**src/rtl/pipe_ctrl.sv**
```systemverilog
// pipe_ctrl: central sequencer for the 5-stage pipeline (PC, xREG1..xREG4).
//
// Combines the load-use hazard, taken-branch and memory handshakes into per-stage
// load enables and bubble-insert controls. Also runs a debug halt/drain sequence
// and forces release of a data-memory wait that exceeds DM_TIMEOUT cycles.
//
// Parameters:
//   DM_TIMEOUT   (2..255) cycles in DM_WAIT before forced release
//   DRAIN_CYCLES (1..7)   bubble-injection cycles in HALTING before HALTED
//
// Ports:
//   clk, rst_n               clock (rising edge), async active-low reset
//   do_hazard                load-use hazard from the forwarding unit
//   do_branch                taken branch/jump resolved at xREG2 output
//   im_ready                 instruction memory delivers the fetch word
//   dm_req, dm_ready         data-memory access in xREG3 / completion
//   halt_req                 debug halt request (level)
//   pc_en, xREG1..4_en       stage load enables
//   xREG1_flush, xREG2_flush load a NOP bubble (only meaningful with _en=1)
//   halted                   pipeline drained and stopped
//   dm_timeout               one-cycle pulse on a forced DM_WAIT release
//
// Optional build macro PIPE_CTRL_PERF_EN adds perf_clr (sync clear) and the
// 32-bit stall_cycles counter (cycles with pc_en=0 outside HALTED).

module pipe_ctrl #(
  parameter int unsigned DM_TIMEOUT   = 16,
  parameter int unsigned DRAIN_CYCLES = 3
) (
  input  logic        clk,
  input  logic        rst_n,
  input  logic        do_hazard,
  input  logic        do_branch,
  input  logic        im_ready,
  input  logic        dm_req,
  input  logic        dm_ready,
  input  logic        halt_req,
`ifdef PIPE_CTRL_PERF_EN
  input  logic        perf_clr,
  output logic [31:0] stall_cycles,
`endif
  output logic        pc_en,
  output logic        xREG1_en,
  output logic        xREG2_en,
  output logic        xREG3_en,
  output logic        xREG4_en,
  output logic        xREG1_flush,
  output logic        xREG2_flush,
  output logic        halted,
  output logic        dm_timeout
);

  typedef enum logic [1:0] {StRun, StDmWait, StHalting, StHalted} state_e;

  localparam logic [7:0] WaitLast  = 8'(DM_TIMEOUT - 1);
  localparam logic [2:0] DrainLast = 3'(DRAIN_CYCLES - 1);

  state_e     state_q, state_d;
  logic       ret_halt_q, ret_halt_d;  // DM_WAIT returns to HALTING when set
  logic       kill_fetch_q, kill_fetch_d;
  logic [7:0] wait_cnt_q, wait_cnt_d;
  logic [2:0] drain_cnt_q, drain_cnt_d;

  logic   wait_expired;
  logic   dm_release;
  logic   freeze;
  state_e eff_state;

  assign wait_expired = (wait_cnt_q == WaitLast);
  assign dm_release   = (state_q == StDmWait) && (dm_ready || wait_expired);
  assign freeze       = ((state_q == StRun) || (state_q == StHalting)) && dm_req && !dm_ready;

  // On the release cycle the block behaves as the saved state with the freeze lifted.
  always_comb begin
    eff_state = state_q;
    if (dm_release) begin
      eff_state = ret_halt_q ? StHalting : StRun;
    end
  end

  // State register
  always_ff @(posedge clk or negedge rst_n) begin
    if (!rst_n) begin
      state_q      <= StRun;
      ret_halt_q   <= 1'b0;
      kill_fetch_q <= 1'b0;
      wait_cnt_q   <= 8'd0;
      drain_cnt_q  <= 3'd0;
    end else begin
      state_q      <= state_d;
      ret_halt_q   <= ret_halt_d;
      kill_fetch_q <= kill_fetch_d;
      wait_cnt_q   <= wait_cnt_d;
      drain_cnt_q  <= drain_cnt_d;
    end
  end

  // Next-state logic
  always_comb begin
    state_d      = state_q;
    ret_halt_d   = ret_halt_q;
    kill_fetch_d = kill_fetch_q;
    wait_cnt_d   = wait_cnt_q;
    drain_cnt_d  = drain_cnt_q;
    if (dm_release) begin
      wait_cnt_d = 8'd0;
    end
    unique case (eff_state)
      StRun: begin
        if (freeze) begin
          state_d    = StDmWait;
          ret_halt_d = 1'b0;
        end else begin
          if (do_branch) begin
            // Fetch in flight is from the wrong path; drop it when it lands.
            if (!im_ready) kill_fetch_d = 1'b1;
          end else if (!do_hazard && im_ready && kill_fetch_q) begin
            kill_fetch_d = 1'b0;
          end
          if (halt_req) begin
            state_d     = StHalting;
            drain_cnt_d = 3'd0;
          end else begin
            state_d = StRun;
          end
        end
      end
      StHalting: begin
        if (freeze) begin
          state_d    = StDmWait;
          ret_halt_d = 1'b1;
        end else begin
          drain_cnt_d = drain_cnt_q + 3'd1;
          if (!halt_req) begin
            state_d = StRun;
          end else if (drain_cnt_q == DrainLast) begin
            state_d = StHalted;
          end else begin
            state_d = StHalting;
          end
        end
      end
      StDmWait: begin
        wait_cnt_d = wait_cnt_q + 8'd1;
      end
      StHalted: begin
        if (!halt_req) state_d = StRun;
      end
      default: state_d = StRun;
    endcase
  end

  // Output decode
  always_comb begin
    pc_en       = 1'b0;
    xREG1_en    = 1'b0;
    xREG2_en    = 1'b0;
    xREG3_en    = 1'b0;
    xREG4_en    = 1'b0;
    xREG1_flush = 1'b0;
    xREG2_flush = 1'b0;
    halted      = (state_q == StHalted);
    dm_timeout  = (state_q == StDmWait) && !dm_ready && wait_expired;
    unique case (eff_state)
      StRun: begin
        if (!freeze) begin
          pc_en    = 1'b1;
          xREG1_en = 1'b1;
          xREG2_en = 1'b1;
          xREG3_en = 1'b1;
          xREG4_en = 1'b1;
          if (do_branch) begin
            xREG1_flush = 1'b1;
            xREG2_flush = 1'b1;
          end else begin
            if (do_hazard) begin
              pc_en       = 1'b0;
              xREG1_en    = 1'b0;
              xREG2_flush = 1'b1;
            end
            if (!im_ready) begin
              pc_en = 1'b0;
              // xREG1 is already held by a hazard; only bubble it when it loads.
              if (!do_hazard) xREG1_flush = 1'b1;
            end
            if (!do_hazard && im_ready && kill_fetch_q) begin
              xREG1_flush = 1'b1;
            end
          end
        end
      end
      StHalting: begin
        if (!freeze) begin
          xREG1_en    = 1'b1;
          xREG2_en    = 1'b1;
          xREG3_en    = 1'b1;
          xREG4_en    = 1'b1;
          xREG1_flush = 1'b1;
          if (do_branch) begin
            // Let the PC capture the branch target before the pipe stops.
            pc_en       = 1'b1;
            xREG2_flush = 1'b1;
          end
        end
      end
      StDmWait, StHalted: begin
      end
      default: begin
      end
    endcase
  end

`ifdef PIPE_CTRL_PERF_EN
  logic [31:0] stall_cnt_q, stall_cnt_d;

  always_comb begin
    stall_cnt_d = stall_cnt_q;
    if (perf_clr) begin
      stall_cnt_d = 32'd0;
    end else if (!pc_en && (state_q != StHalted)) begin
      stall_cnt_d = stall_cnt_q + 32'd1;
    end
  end

  always_ff @(posedge clk or negedge rst_n) begin
    if (!rst_n) begin
      stall_cnt_q <= 32'd0;
    end else begin
      stall_cnt_q <= stall_cnt_d;
    end
  end

  assign stall_cycles = stall_cnt_q;
`endif

endmodule

```
**config.mk**
```make
export PLATFORM = sky130hd
export DESIGN_NAME = pipe_ctrl
export DESIGN_NICKNAME = d
export VERILOG_FILES = /design/src/rtl/pipe_ctrl.sv
export SDC_FILE = /design/constraint.sdc
export NUM_CORES = 1
export LEC_CHECK = 0
export CELL_PAD_IN_SITES_DETAIL_PLACEMENT = 2
export CELL_PAD_IN_SITES_GLOBAL_PLACEMENT = 2
export CORE_MARGIN = 10
export CORE_UTILIZATION = 33
export CTS_CLUSTER_SIZE = 10
export DETAILED_ROUTE_END_ITERATION = 8
export HOLD_SLACK_MARGIN = 0.15
export PLACE_DENSITY_LB_ADDON = 0.1
export RECOVER_POWER = 100
export SLEW_MARGIN = 25
export SYNTH_ARGS = -nofsm -noshare
export SYNTH_HDL_FRONTEND = slang
export SYNTH_SLANG_ARGS = --single-unit
```
**constraint.sdc**
```tcl
create_clock -name clk -period 4.07 [get_ports clk]
set_input_delay 0.814 -clock clk [delete_from_list [all_inputs] [get_ports clk]]
set_output_delay 0.814 -clock clk [all_outputs]
set_load 0.005 [all_outputs]
```
==> impl_metrics.env <==
export IMPL_yosys_cell_types_count=37
export IMPL_synth_area_um2=898
export IMPL_finalWorstSetupSlack_ns=0.354
export IMPL_setup_viol_count_final=0
export IMPL_crit_path_cell_trace="dlygate4sd3_1 > inv_1 > o221ai_1 > nand2_1 > clkinvlp_2 > dlygate4sd3_1"
export IMPL_cts_root_buffer="clkbuf_4"
export IMPL_seq_area_frac_synth_pct=41.8
export IMPL_post_synth_top_area_cell="dfrtp_1"
export IMPL_nFillCells=286
export IMPL_p_leak_uw=0.000510
export IMPL_die_area_mm2=0.00521
export IMPL_cts_tree="built"
export IMPL_synth_top_area_share_pct=41.8
export IMPL_pin_count=17
export IMPL_async_reset_ff_share_pct=100
export IMPL_fp_row_count=18
export IMPL_grt_max_degree=16
export IMPL_min_period_ns=3.72
export IMPL_worst_clock_skew_ns=0.0137
export IMPL_start_kind="input pin"
export IMPL_routedWlPerCell_um=17.1
export IMPL_startpoint="dm_ready"
export IMPL_critPathSlowestCell="dlygate4sd3_1"
export IMPL_yosys_warnings=0
export IMPL_outcome="complete, no violations"
export IMPL_crit_path_max_fanout=7
export IMPL_critPathMaxStageDelay_ns=0.66
export IMPL_syn_to_final_growth_pct=21.4
export IMPL_drt_pass1_iterations=2
export IMPL_post_drt_via_cell_ratio=5.41
export IMPL_clockBufferDepth=2
export IMPL_cts_num_sinks=15
export IMPL_drt_iter0_markers=62
export IMPL_cts_inserted_buffers=3
export IMPL_hold_path_depth=1
export IMPL_final_nets=122
export IMPL_reg2reg_from="wait_cnt_q[0]"
export IMPL_grt_usage_pct=10.0
export IMPL_routabilityCongestion=0.710
export IMPL_place_hpwl_mm=1.89
export IMPL_rsz0062_at_grt="no"
export IMPL_p_per_area_mw_per_mm2=427
export IMPL_yosysMostFrequentCell="dfrtp_1"
export IMPL_path_class="in2out"
export IMPL_hold_viol=0
export IMPL_ys_flop_type="dfrtp_1"
export IMPL_synth_edff_count=0
export IMPL_overflow=0
export IMPL_drt_total_wl_mm=2.40
export IMPL_syn_nets=103
export IMPL_antenna_left=0
export IMPL_synthCells=92
export IMPL_max_cap_violations=0
export IMPL_min_from="kill_fetch_q"
export IMPL_ys_top_cells_by_count="dfrtp_1, nor2_1, nand2_1, xor2_1"
export IMPL_critPathBufInv=4
export IMPL_hold_path_class="reg2reg"
export IMPL_r2r_cells=6
export IMPL_core_mm2=0.00254
export IMPL_tightest_slew_ns=0.704
export IMPL_portBuffers=16
export IMPL_antenna_found_initial=0
export IMPL_pre_cts_ws_ns=0.671
export IMPL_finalMaxSlewViolations=0
export IMPL_peakVddDrop_v=0.000255
export IMPL_ys_seq_elements=15
export IMPL_clock_latency_ns=0.29
export IMPL_crit_top_cell="dlygate4sd3_1"
export IMPL_postCtsSetupRepairBufs=0
export IMPL_grt_pass1_wl_mm=4.26
export IMPL_start_util_pct=35.3
export IMPL_slew_headroom_pct=52.9
export IMPL_cts_resized=0
export IMPL_critPathRequiredTime_ns=3.26
export IMPL_crit_cells=6
export IMPL_grt_pass1_vias=835
export IMPL_drc=0
export IMPL_antennaDiodeCount=0
export IMPL_path_delay_family="buffers and inverters"
export IMPL_crit_path_end_kind="output pin"
export IMPL_dieHeight_um=72.2
export IMPL_fin_tns_setup_ns=0
export IMPL_utilization_pct=42.9
export IMPL_cts_htree_levels=1
export IMPL_arrival_ns=2.90
export IMPL_cts_hold_buf=0
export IMPL_synthTopCellsByArea="dfrtp_1, xor2_1, nor2_1"
export IMPL_path_clk_slew_ns=0.10
export IMPL_min_period_over_period_pct=91.3
export IMPL_via_count=757
export IMPL_syn_avg_cell_area_um2=9.76
export IMPL_clock_fmax_mhz=269
export IMPL_drive_above_1_share_pct=6.36
export IMPL_die_w_um=72.2
-- cells in the final DEF (no fill, tap or decap), types with 3 or more instances in the layout --
cell type / netlist / routed
clkdlybuf4s50_1: 0 / 8
xor2_1: 6 / 6
nand4_1: 3 / 3
ha_1: 3 / 3
clkbuf_4: 0 / 3
nand2_1: 6 / 7
inv_1: 5 / 5
dfrtp_1: 15 / 15
nand3_1: 3 / 3
a21oi_1: 5 / 5
dlygate4sd3_1: 0 / 8
nor2_1: 11 / 11
-- metrics by stage --
stage	area (µm²)	instances	hold WS [ns]	power, µW
CTS	1110	140	0.517	483
global placement	1080	136	0.472	385
detailed placement	1080	136	0.492	392
floorplan	898	92	0.460	319
finish	1090	140	0.512	466
global route	1090	140	0.525	515
-- flip-flops by register name, indices dropped and copies added (netlist names) --
name / cells
kill_fetch_q: 1
ret_halt_q: 1
wait_cnt_q: 8
drain_cnt_q: 3
state_q: 2
-- worst paths after layout --
path / end / slack (ns)
worst min-delay path: kill_fetch_q / 0.51
worst min register to register: kill_fetch_q / 0.51
min in group asynchronous: kill_fetch_q / 1.00
max in group asynchronous: drain_cnt_q[2] / 2.60
worst max-delay path: xREG4_en / 0.35
worst max register to register: wait_cnt_q[0] / 1.63
-- logic make-up (layout without fill, tap and decap cells) --
family / after synthesis / in the layout / share of synthesized area, %
and+or+nand+nor: 39 / 39 / 24.5
AOI/OAI and AO/OA: 20 / 20 / 18.1
DFF: 15 / 15 / 41.8
buffers and inverters: 8 / 26 / 4.32
xor gates and xnor gates: 6 / 6 / 5.85
adders and majority gates: 3 / 3 / 4.18
muxes: 1 / 1 / 1.25
-- routing by layer --
metal | track usage (%) | wire length (µm) | vias up
met5 | 0 | 0 | -
met4 | 1.29 | 7 | 0
li1 | - | - | 364
met2 | 15.5 | 1130 | 9
met1 | 13.2 | 1150 | 382
met3 | 3.81 | 107 | 2
-- worst register-to-register path, cell delays in order, from the launching register on --
cell and delay [ns]:
dfrtp_1 0.45, ha_1 0.27, nand4b_1 0.15, or4_1 0.57
a21oi_1 0.62, nor3_1 0.10, a21o_1 0.18
-- where the power goes --
group / internal, µW / leakage [µW] / switching, µW / total [µW]
Sequential: 183 / 0.000197 / 38.7 / 222
Combinational: 80.0 / 0.000298 / 78.3 / 158
Clock: 38.0 / 0.0000150 / 47.7 / 85.7
-- cell type report --
class | count | area, µm² | share of cell area (%)
multi-input combinational | 69 | 468 | 42.9
inverter | 6 | 23.8 | 2.18
timing repair buffer | 16 | 160 | 14.7
clock buffer | 4 | 26.3 | 2.41
tap | 30 | 37.5 | 3.44
sequential | 15 | 375 | 34.4
Note: power is estimated with default switching activity, not from simulation.
